## src/rtl/mvp_matrix_seq_if.sv

```systemverilog
// Handshake bundle for mvp_matrix_seq: the matrix/mode request channel and the result channel.
interface mvp_matrix_seq_if #(
  parameter int DATA_W = 16
);
  logic                     in_valid;
  logic                     in_ready;
  logic                     in_mode;
  logic [15:0][DATA_W-1:0]  model_in;
  logic [15:0][DATA_W-1:0]  view_in;
  logic [15:0][DATA_W-1:0]  proj_in;
  logic                     out_valid;
  logic                     out_ready;
  logic [15:0][DATA_W-1:0]  mvp_out;

  modport master (
    output in_valid, in_mode, model_in, view_in, proj_in, out_ready,
    input  in_ready, out_valid, mvp_out
  );

  modport slave (
    input  in_valid, in_mode, model_in, view_in, proj_in, out_ready,
    output in_ready, out_valid, mvp_out
  );
endinterface

```

## src/rtl/mvp_matrix_seq.sv

```systemverilog
// Sequential MVP = P*(V*M) (or V*M in mode 1) using one 4-term dot product per cycle.
// Define MVP_SAT_EN to clamp every reduced element instead of wrapping to DATA_W bits.
module mvp_matrix_seq #(
  parameter int DATA_W = 16,
  parameter int FRAC_W = 8
) (
  input logic             Clk,
  input logic             Reset_n,
  mvp_matrix_seq_if.slave bus
);
  localparam int PW = 2 * DATA_W;
  localparam int SW = 2 * DATA_W + 2;
`ifdef MVP_SAT_EN
  localparam bit SAT_EN = 1'b1;
`else
  localparam bit SAT_EN = 1'b0;
`endif
  localparam logic signed [SW-1:0] SAT_MAX = {{(SW-DATA_W+1){1'b0}}, {(DATA_W-1){1'b1}}};
  localparam logic signed [SW-1:0] SAT_MIN = {{(SW-DATA_W+1){1'b1}}, {(DATA_W-1){1'b0}}};

  typedef logic [15:0][DATA_W-1:0] mat_t;
  typedef enum logic [1:0] {IDLE, PASS1, PASS2, DONE} state_e;

  state_e                   state_q, state_d;
  logic [3:0]               idx_q, idx_d;
  mat_t                     t_q, t_d;
  mat_t                     mvp_q, mvp_d;
  mat_t                     m_q, v_q, p_q;
  logic                     mode_q;
  logic                     capture;

  mat_t                     a_mat, b_mat;
  logic signed [DATA_W-1:0] a_row [4];
  logic signed [DATA_W-1:0] b_col [4];
  logic signed [PW-1:0]     prod  [4];
  logic signed [SW-1:0]     acc, shifted;
  logic [DATA_W-1:0]        dot;

  // Row idx/4 of the left operand against column idx%4 of the right operand.
  always_comb begin
    a_mat = (state_q == PASS2) ? p_q : v_q;
    b_mat = (state_q == PASS2) ? t_q : m_q;
    acc   = '0;
    for (int k = 0; k < 4; k++) begin
      a_row[k] = a_mat[{idx_q[3:2], 2'(k)}];
      b_col[k] = b_mat[{2'(k), idx_q[1:0]}];
      prod[k]  = PW'(a_row[k]) * PW'(b_col[k]);
      acc      = acc + SW'(prod[k]);
    end
    shifted = acc >>> FRAC_W;
    if (SAT_EN && shifted > SAT_MAX)      dot = SAT_MAX[DATA_W-1:0];
    else if (SAT_EN && shifted < SAT_MIN) dot = SAT_MIN[DATA_W-1:0];
    else                                  dot = shifted[DATA_W-1:0];
  end

  always_comb begin
    // NOTE: every output of this block gets a default first, so no path leaves one unassigned (no latch).
    state_d = state_q;
    idx_d   = idx_q;
    t_d     = t_q;
    mvp_d   = mvp_q;
    capture = 1'b0;
    unique case (state_q)
      IDLE: begin
        if (bus.in_valid) begin
          capture = 1'b1;
          idx_d   = '0;
          state_d = PASS1;
        end
      end
      PASS1: begin
        t_d[idx_q] = dot;
        idx_d      = idx_q + 4'd1;
        if (idx_q == 4'd15) begin
          if (mode_q) begin
            // NOTE: blocking assignments in combinational logic are ordered, so this copy already holds element 15.
            mvp_d   = t_d;
            state_d = DONE;
          end else begin
            state_d = PASS2;
          end
        end
      end
      PASS2: begin
        mvp_d[idx_q] = dot;
        idx_d        = idx_q + 4'd1;
        if (idx_q == 4'd15) state_d = DONE;
      end
      DONE: begin
        if (bus.out_ready) state_d = IDLE;
      end
      default: state_d = IDLE;
    endcase
  end

  always_ff @(posedge Clk) begin
    if (!Reset_n) begin
      state_q <= IDLE;
      idx_q   <= '0;
      t_q     <= '0;
      mvp_q   <= '0;
    end else begin
      state_q <= state_d;
      idx_q   <= idx_d;
      t_q     <= t_d;
      mvp_q   <= mvp_d;
    end
  end

  // NOTE: operand registers are only read after a capture, so they carry no reset.
  always_ff @(posedge Clk) begin
    if (capture) begin
      m_q    <= bus.model_in;
      v_q    <= bus.view_in;
      p_q    <= bus.proj_in;
      mode_q <= bus.in_mode;
    end
  end

  assign bus.in_ready  = (state_q == IDLE);
  assign bus.out_valid = (state_q == DONE);
  assign bus.mvp_out   = mvp_q;
endmodule
```

## src/flat_wrapper.sv

```systemverilog
// flat-port wrapper written by rule: the top's interface ports become plain ports
module mvp_matrix_seq_flat 
#(
  parameter int DATA_W = 16,
  parameter int FRAC_W = 8
)
  (Clk, Reset_n, bus_in_valid, bus_in_mode, bus_model_in, bus_view_in, bus_proj_in, bus_out_ready, bus_in_ready, bus_out_valid, bus_mvp_out);
  mvp_matrix_seq_if #(.DATA_W(DATA_W)) bus_i ();
  input logic Clk;
  input logic Reset_n;
  input wire logic [$bits(bus_i.in_valid)-1:0] bus_in_valid;
  input wire logic [$bits(bus_i.in_mode)-1:0] bus_in_mode;
  input wire logic [$bits(bus_i.model_in)-1:0] bus_model_in;
  input wire logic [$bits(bus_i.view_in)-1:0] bus_view_in;
  input wire logic [$bits(bus_i.proj_in)-1:0] bus_proj_in;
  input wire logic [$bits(bus_i.out_ready)-1:0] bus_out_ready;
  output wire logic [$bits(bus_i.in_ready)-1:0] bus_in_ready;
  output wire logic [$bits(bus_i.out_valid)-1:0] bus_out_valid;
  output wire logic [$bits(bus_i.mvp_out)-1:0] bus_mvp_out;
  assign bus_i.in_valid = bus_in_valid;
  assign bus_i.in_mode = bus_in_mode;
  assign bus_i.model_in = bus_model_in;
  assign bus_i.view_in = bus_view_in;
  assign bus_i.proj_in = bus_proj_in;
  assign bus_i.out_ready = bus_out_ready;
  assign bus_in_ready = bus_i.in_ready;
  assign bus_out_valid = bus_i.out_valid;
  assign bus_mvp_out = bus_i.mvp_out;
  mvp_matrix_seq #(.DATA_W(DATA_W), .FRAC_W(FRAC_W)) u_core (.Clk(Clk), .Reset_n(Reset_n), .bus(bus_i));
endmodule
```

## config.mk

```make
export PLATFORM = sky130hd
export DESIGN_NAME = mvp_matrix_seq_flat
export DESIGN_NICKNAME = d
export VERILOG_FILES = /design/src/rtl/mvp_matrix_seq_if.sv /design/src/rtl/mvp_matrix_seq.sv /design/src/flat_wrapper.sv
export SDC_FILE = /design/constraint.sdc
export NUM_CORES = 2
export LEC_CHECK = 0
export BUFFER_PORTS_ARGS = -buffer_cell sky130_fd_sc_hd__buf_4
export CORE_AREA = 10 10 393 395
export CTS_BUF_LIST = sky130_fd_sc_hd__clkbuf_16
export DETAILED_ROUTE_END_ITERATION = 8
export DIE_AREA = 0 0 403 405
export GPL_TIMING_DRIVEN = 0
export PLACE_DENSITY = 0.74
export SETUP_SLACK_MARGIN = 0.02
export SLEW_MARGIN = 20
export SYNTH_ARGS = -nofsm -noshare
export SYNTH_HDL_FRONTEND = slang
export SYNTH_SLANG_ARGS = --single-unit
```

## constraint.sdc

```tcl
create_clock -name Clk -period 26.2 [get_ports Clk]
set_input_delay 1.31 -clock Clk [delete_from_list [all_inputs] [get_ports Clk]]
set_output_delay 1.31 -clock Clk [all_outputs]
set_load 0.02 [all_outputs]
```

# ---- Yosys cells after proc, flatten, opt, wreduce, memory -nomap -nowiden
# Index checks and enable logic that the tools add are counted.
dict set report totals {
  elab_cells 153
  out_inout_bits 258
  register_bits 1287
  input_bits 773
}
dict set report op_classes {
  n_lt_le_gt_ge 10
  eq_ne 9
  n_reduce_logical 8
  addsub 4
  multipliers 4
  n_mux 35
}
# operator count
set op_table {}
lappend op_table {{2-to-1 mux 256 bit} 4}
lappend op_table {{bitwise mux 256 bit} 2}
lappend op_table {{one-hot mux 256 bit (2 select lines)} 1}
lappend op_table {{binary-select mux 16 bit (select 2 bit)} 8}
lappend op_table {{2-to-1 mux 16 bit} 9}
lappend op_table {{multiplier 16 x 16 -> 24 bit} 4}
lappend op_table {{adder 24 bit} 3}
lappend op_table {{demux 16 bit (select 4 bit)} 1}
lappend op_table {{less-than comparator 4 x 5 -> 1 bit (second input constant)} 7}
lappend op_table {{2-to-1 mux 2 bit} 4}
lappend op_table {{one-hot mux 2 bit (4 select lines)} 1}
lappend op_table {{one-hot mux 4 bit (2 select lines)} 1}
lappend op_table {{inequality test 2 bit (second input constant)} 3}
lappend op_table {{less-than comparator 2 x 5 -> 1 bit (second input constant)} 1}
lappend op_table {{less-than comparator 3 x 5 -> 1 bit (second input constant)} 1}
lappend op_table {{adder 4 x 1 -> 4 bit (second input constant)} 1}
lappend op_table {{equality test 2 bit (second input constant)} 2}
lappend op_table {{equality test 4 bit (second input constant)} 1}
lappend op_table {{>= comparator 4 x 1 -> 1 bit (second input constant)} 1}
lappend op_table {{2-to-1 mux 4 bit} 1}
lappend op_table {{inequality test 2 x 1 -> 1 bit (second input constant)} 2}
lappend op_table {{AND reduction 4 bit} 1}
lappend op_table {{nonzero test 2 bit} 2}
lappend op_table {{2-to-1 mux 1 bit} 3}
lappend op_table {{6 further kinds} 6}

# ---- Longest topological paths before layout
dict set report depth {
  depth_word 12
  depth_mapped 47
  mapped_depth_nobuf 36
}

# ---- Worst setup path before layout
# No wires, ideal clock.
dict set report synth_path {
  path_type {input to register}
  startpoint {in bus_in_valid}
  endpoint {reg u_core.m_q[0] in the netlist's numbering (enable)}
  setup_slack_ns 6.563
  setup_ns 1.234
  arrival_time_ns 18.403
  t_required_ns 24.966
  n_path_buf 0
  path_stages 1
  cell_sequence {and2_1}
}
dict set report synth_between {
  elab_chain_len 2
}
# item line_no
set synth_rtl {}
lappend synth_rtl {{start: declaration} flat_wrapper.sv:11} ;# input wire logic [$bits(bus_i.in_valid)-1:0] bus_in_valid;
lappend synth_rtl {{2-to-1 mux 1 bit} mvp_matrix_seq.sv:65} ;# if (bus.in_valid) begin
lappend synth_rtl {{2-to-1 mux 1 bit} mvp_matrix_seq.sv:63} ;# unique case (state_q)
lappend synth_rtl {{end signal: assignment} mvp_matrix_seq.sv:113} ;# m_q <= bus.model_in;
lappend synth_rtl {{end: declaration} mvp_matrix_seq.sv:28} ;# mat_t m_q, v_q, p_q;
# Every way passes these cells.
# A chain may end at the register's enable or synchronous reset.

# ---- Worst setup path after layout
dict set report layout_path {
  startpoint {reg u_core.state_q[0]}
  endpoint {reg u_core.mvp_q, in the netlist u_core.bus.mvp_out[233]}
}
dict set report layout_between {
  elab_chain_len 12
  word_cells_on_any_way 36
  classes_between {3 x add/sub; 4 x mul; 4 x eq/ne; 23 x mux; 2 x reduce/logical}
}
# item line_no
set layout_rtl {}
lappend layout_rtl {{start: declaration} mvp_matrix_seq.sv:24} ;# state_e state_q, state_d;
lappend layout_rtl {{start signal: assignment} mvp_matrix_seq.sv:103} ;# state_q <= state_d;
lappend layout_rtl {{equality test 2 bit} {mvp_matrix_seq.sv:41, mvp_matrix_seq.sv:42, mvp_matrix_seq.sv:63}}
lappend layout_rtl {{2-to-1 mux 256 bit, on equally long branches} {mvp_matrix_seq.sv:41, mvp_matrix_seq.sv:42}}
lappend layout_rtl {{binary-select mux 16 bit (select 2 bit), on equally long branches} {mvp_matrix_seq.sv:45, mvp_matrix_seq.sv:46}}
lappend layout_rtl {{2-to-1 mux 16 bit, on equally long branches} {mvp_matrix_seq.sv:45, mvp_matrix_seq.sv:46}}
lappend layout_rtl {{multiplier 16 x 16 -> 24 bit} mvp_matrix_seq.sv:47} ;# prod[k] = PW'(a_row[k]) * PW'(b_col[k]);
lappend layout_rtl {{adder 24 bit (3 in a row)} mvp_matrix_seq.sv:48} ;# acc = acc + SW'(prod[k]);
lappend layout_rtl {{bitwise mux 256 bit} mvp_matrix_seq.sv:72} ;# t_d[idx_q] = dot;
lappend layout_rtl {{2-to-1 mux 256 bit} mvp_matrix_seq.sv:75} ;# if (mode_q) begin
lappend layout_rtl {{2-to-1 mux 256 bit} mvp_matrix_seq.sv:74} ;# if (idx_q == 4'd15) begin
lappend layout_rtl {{one-hot mux 256 bit (2 select lines)} mvp_matrix_seq.sv:63}
lappend layout_rtl {{end signal: assignment} mvp_matrix_seq.sv:106} ;# mvp_q <= mvp_d;
lappend layout_rtl {{end: declaration} mvp_matrix_seq.sv:27} ;# mat_t mvp_q, mvp_d;
# Several ways; a longest one is shown, not always the timed one. The select of a mux whose other input is x is not followed.

==> reports/qor.txt <==
outcome = finished, final reports clean
met3 Use GR = 0.187
setup_tns = 0 ns
number of distinct library cells after synthesis = 68
vias = 67,658
Clock Latency Late Sink = 0.83 ns
most frequent cells in the layout = nor2_1, buf_4, inv_1
storage element area = 33,500 sq um
drt wl/cell = 38.2 um
Clk pin slew, worst setup/hold paths = 0.06 ns
gr usage total = 0.488
met1 Usage GRT = 0.585
die area = 163,000 sq um
detailed-route DRC error count = 0
Clock Sink Count = 1,287
Worst Setup Start Kind = flop
I/O pins = 1,031
Clock Skews = 0.0916 ns
Crit Path Category = flop to flop
post-CTS resize count = 0
most common cell after layout, fill and taps aside = nor2_1
flops & latches, synth = 1,287
initial antenna violation count = 96
fin nets = 10,377
CTS tree = yes
Post-CTS Setup Bufs = 0
Period Utilization, post-route = 0.634
DIE WIDTH = 403 um
number of buffers created by CTS = 137
asr flop ratio synth = 0
CORE AREA = 147,000 sq um
GRT met2 Usage = 0.711
CTS H-tree depth = 4
Hold Path Class = flop to flop
final setup fails = 0
Avg Inst Size Synth = 11.1 sq um
post-cts hold buffer count = 0
GR Overflow Total = 0
R2R Setup Slk = 9.58 ns
layout cell share with drive strength beyond 1 = 0.210
number of fill cells in the layout = 11,245
dominant synthesized flop cell = edfxtp_1
Yosys top cell area share = 0.286
Cells after Synth = 7,269
Fmax = 60.2 MHz
Longest Clk Path Bufs = 3
RSZ-0062 raised after global routing = no
Synth area leaders = edfxtp_1, fa_1, dfxtp_1
Die Y = 405 um
Post-synth EDFFs = 769
max_cap viols = 0
worst endpoint required time = 26.87 ns
Layout area overhead = 20.3%
Via density = 6.39
DR iter-0 viols = 11,038
Final HPWL DP = 330,000 um
Final Hold Viols = 0
Slew @ Worst Pin = 1.30 ns
Synth Warn # = 0
Root Buffer = clkbuf_16
Post-Synthesis Net Count = 9,145
crit path DAT = 17.29 ns
Worst slew margin = 0.131
Seq/Total Area, Yosys = 0.414
area of the multi-input gates = 42,500 sq um
final wirelength = 404,000 um
Synth Cell Area = 80,900 sq um
Rows = 141
Initial Utilization = 0.551
PortBufs = 1,029
global-route wire length before repair = 542,000 um
GPL Wtd Cong = 1.09
Routed Antenna Nets = 0
Max FO, Critical Path = 10
vias in the first global route = 67,055
largest net degree at the start of global routing = 64
final period demand of the worst path = 16.62 ns
max-slew violations = 0
Setup crit end kind = flop
largest stage delay on the critical path = 1.02 ns
cell taking the most area after synthesis = edfxtp_1
GRT busiest layer = met2
Most Frequent Cell on Critical Path = fa_1
Pre-antenna DRT Iters = 7
slowest CP cell = clkbuf_1
[metal layers]
layer  vias up  share of wire
li1      26371              -
met1     33640           0.33
met2      6072           0.43
met3      1519           0.15
met4        56          0.096
met5         -        0.00096
[synthesized netlist by cell type, types with 20 or more instances]
cell type  number
or2_2          72
a211oi_1       38
ha_1          234
inv_1         924
a21oi_1       422
mux4_2        224
mux2_2         22
o211ai_1      105
buf_1          22
buf_2          20
dfxtp_1       518
nand2_1       721
and2_1         42
xnor2_1        90
clkbuf_1      350
edfxtp_1      769
mux2i_1       129
o21ai_0       258
nor2_1       1120
fa_1          869
nand2b_1       61
[logic make-up after synthesis]
group | synth area share
and+or+nand+nor | 0.104
buffers and inverters | 0.0656
DFF | 0.414
adders and majority gates | 0.251
AOI/OAI and AO/OA | 0.0687
muxes | 0.0833
xor gates and xnor gates | 0.0133
[path summary, 6_finish.rpt]
kind | from | cells after the start | to
worst max-delay path | u_core.state_q[0] | 42 | u_core.bus.mvp_out[233]
worst min-delay path | u_core.bus.mvp_out[15] | 2 | u_core.bus.mvp_out[15]
worst max register to register | u_core.state_q[0] | 42 | u_core.bus.mvp_out[233]
worst min register to register | u_core.bus.mvp_out[15] | 2 | u_core.bus.mvp_out[15]
[metrics by stage]
step	instances	instance area, sq um	utilization	hold slack [ns]	worst slack, ns
finish	10593	97300	0.663	0.464	9.58
detailed placement	10291	92600	0.631	0.445	10.35
floorplan	7269	80900	-	0.433	6.56
global placement	10228	91000	0.620	0.446	0.161
global route	10570	97300	0.663	0.474	9.78
CTS	10539	97100	0.662	0.460	10.31
[flip-flops by register name, indices dropped and copies added (netlist names)]
name and cells:
u_core.mode_q 1, u_core.p_q 256, u_core.state_q 2, u_core.v_q 256, u_core.idx_q 4, u_core.bus.mvp_out 256
u_core.t_q 256, u_core.m_q 256
[layout make-up]
type / instances / share of cell area
antenna: 53 / 0.00136
sequential: 1287 / 0.344
multi-input combinational: 4632 / 0.437
buffer: 422 / 0.0195
inverter: 928 / 0.0358
clock inverter: 109 / 0.0108
tap: 1930 / 0.0248
timing repair buffer: 1093 / 0.0915
clock buffer: 139 / 0.0357
[worst max-delay path: cells and delay by family, from the launching register on]
family          cells  cell delay, ns
simple gates        3            0.40
fa+ha+maj          12            5.91
flops               1            0.35
buf+inv            18            5.83
xor+xnor            1            0.93
mux                 2            1.35
compound gates      6            1.54
Power is not shown: default switching activity piles up to over one toggle a cycle in this logic, so the estimate is an artifact.
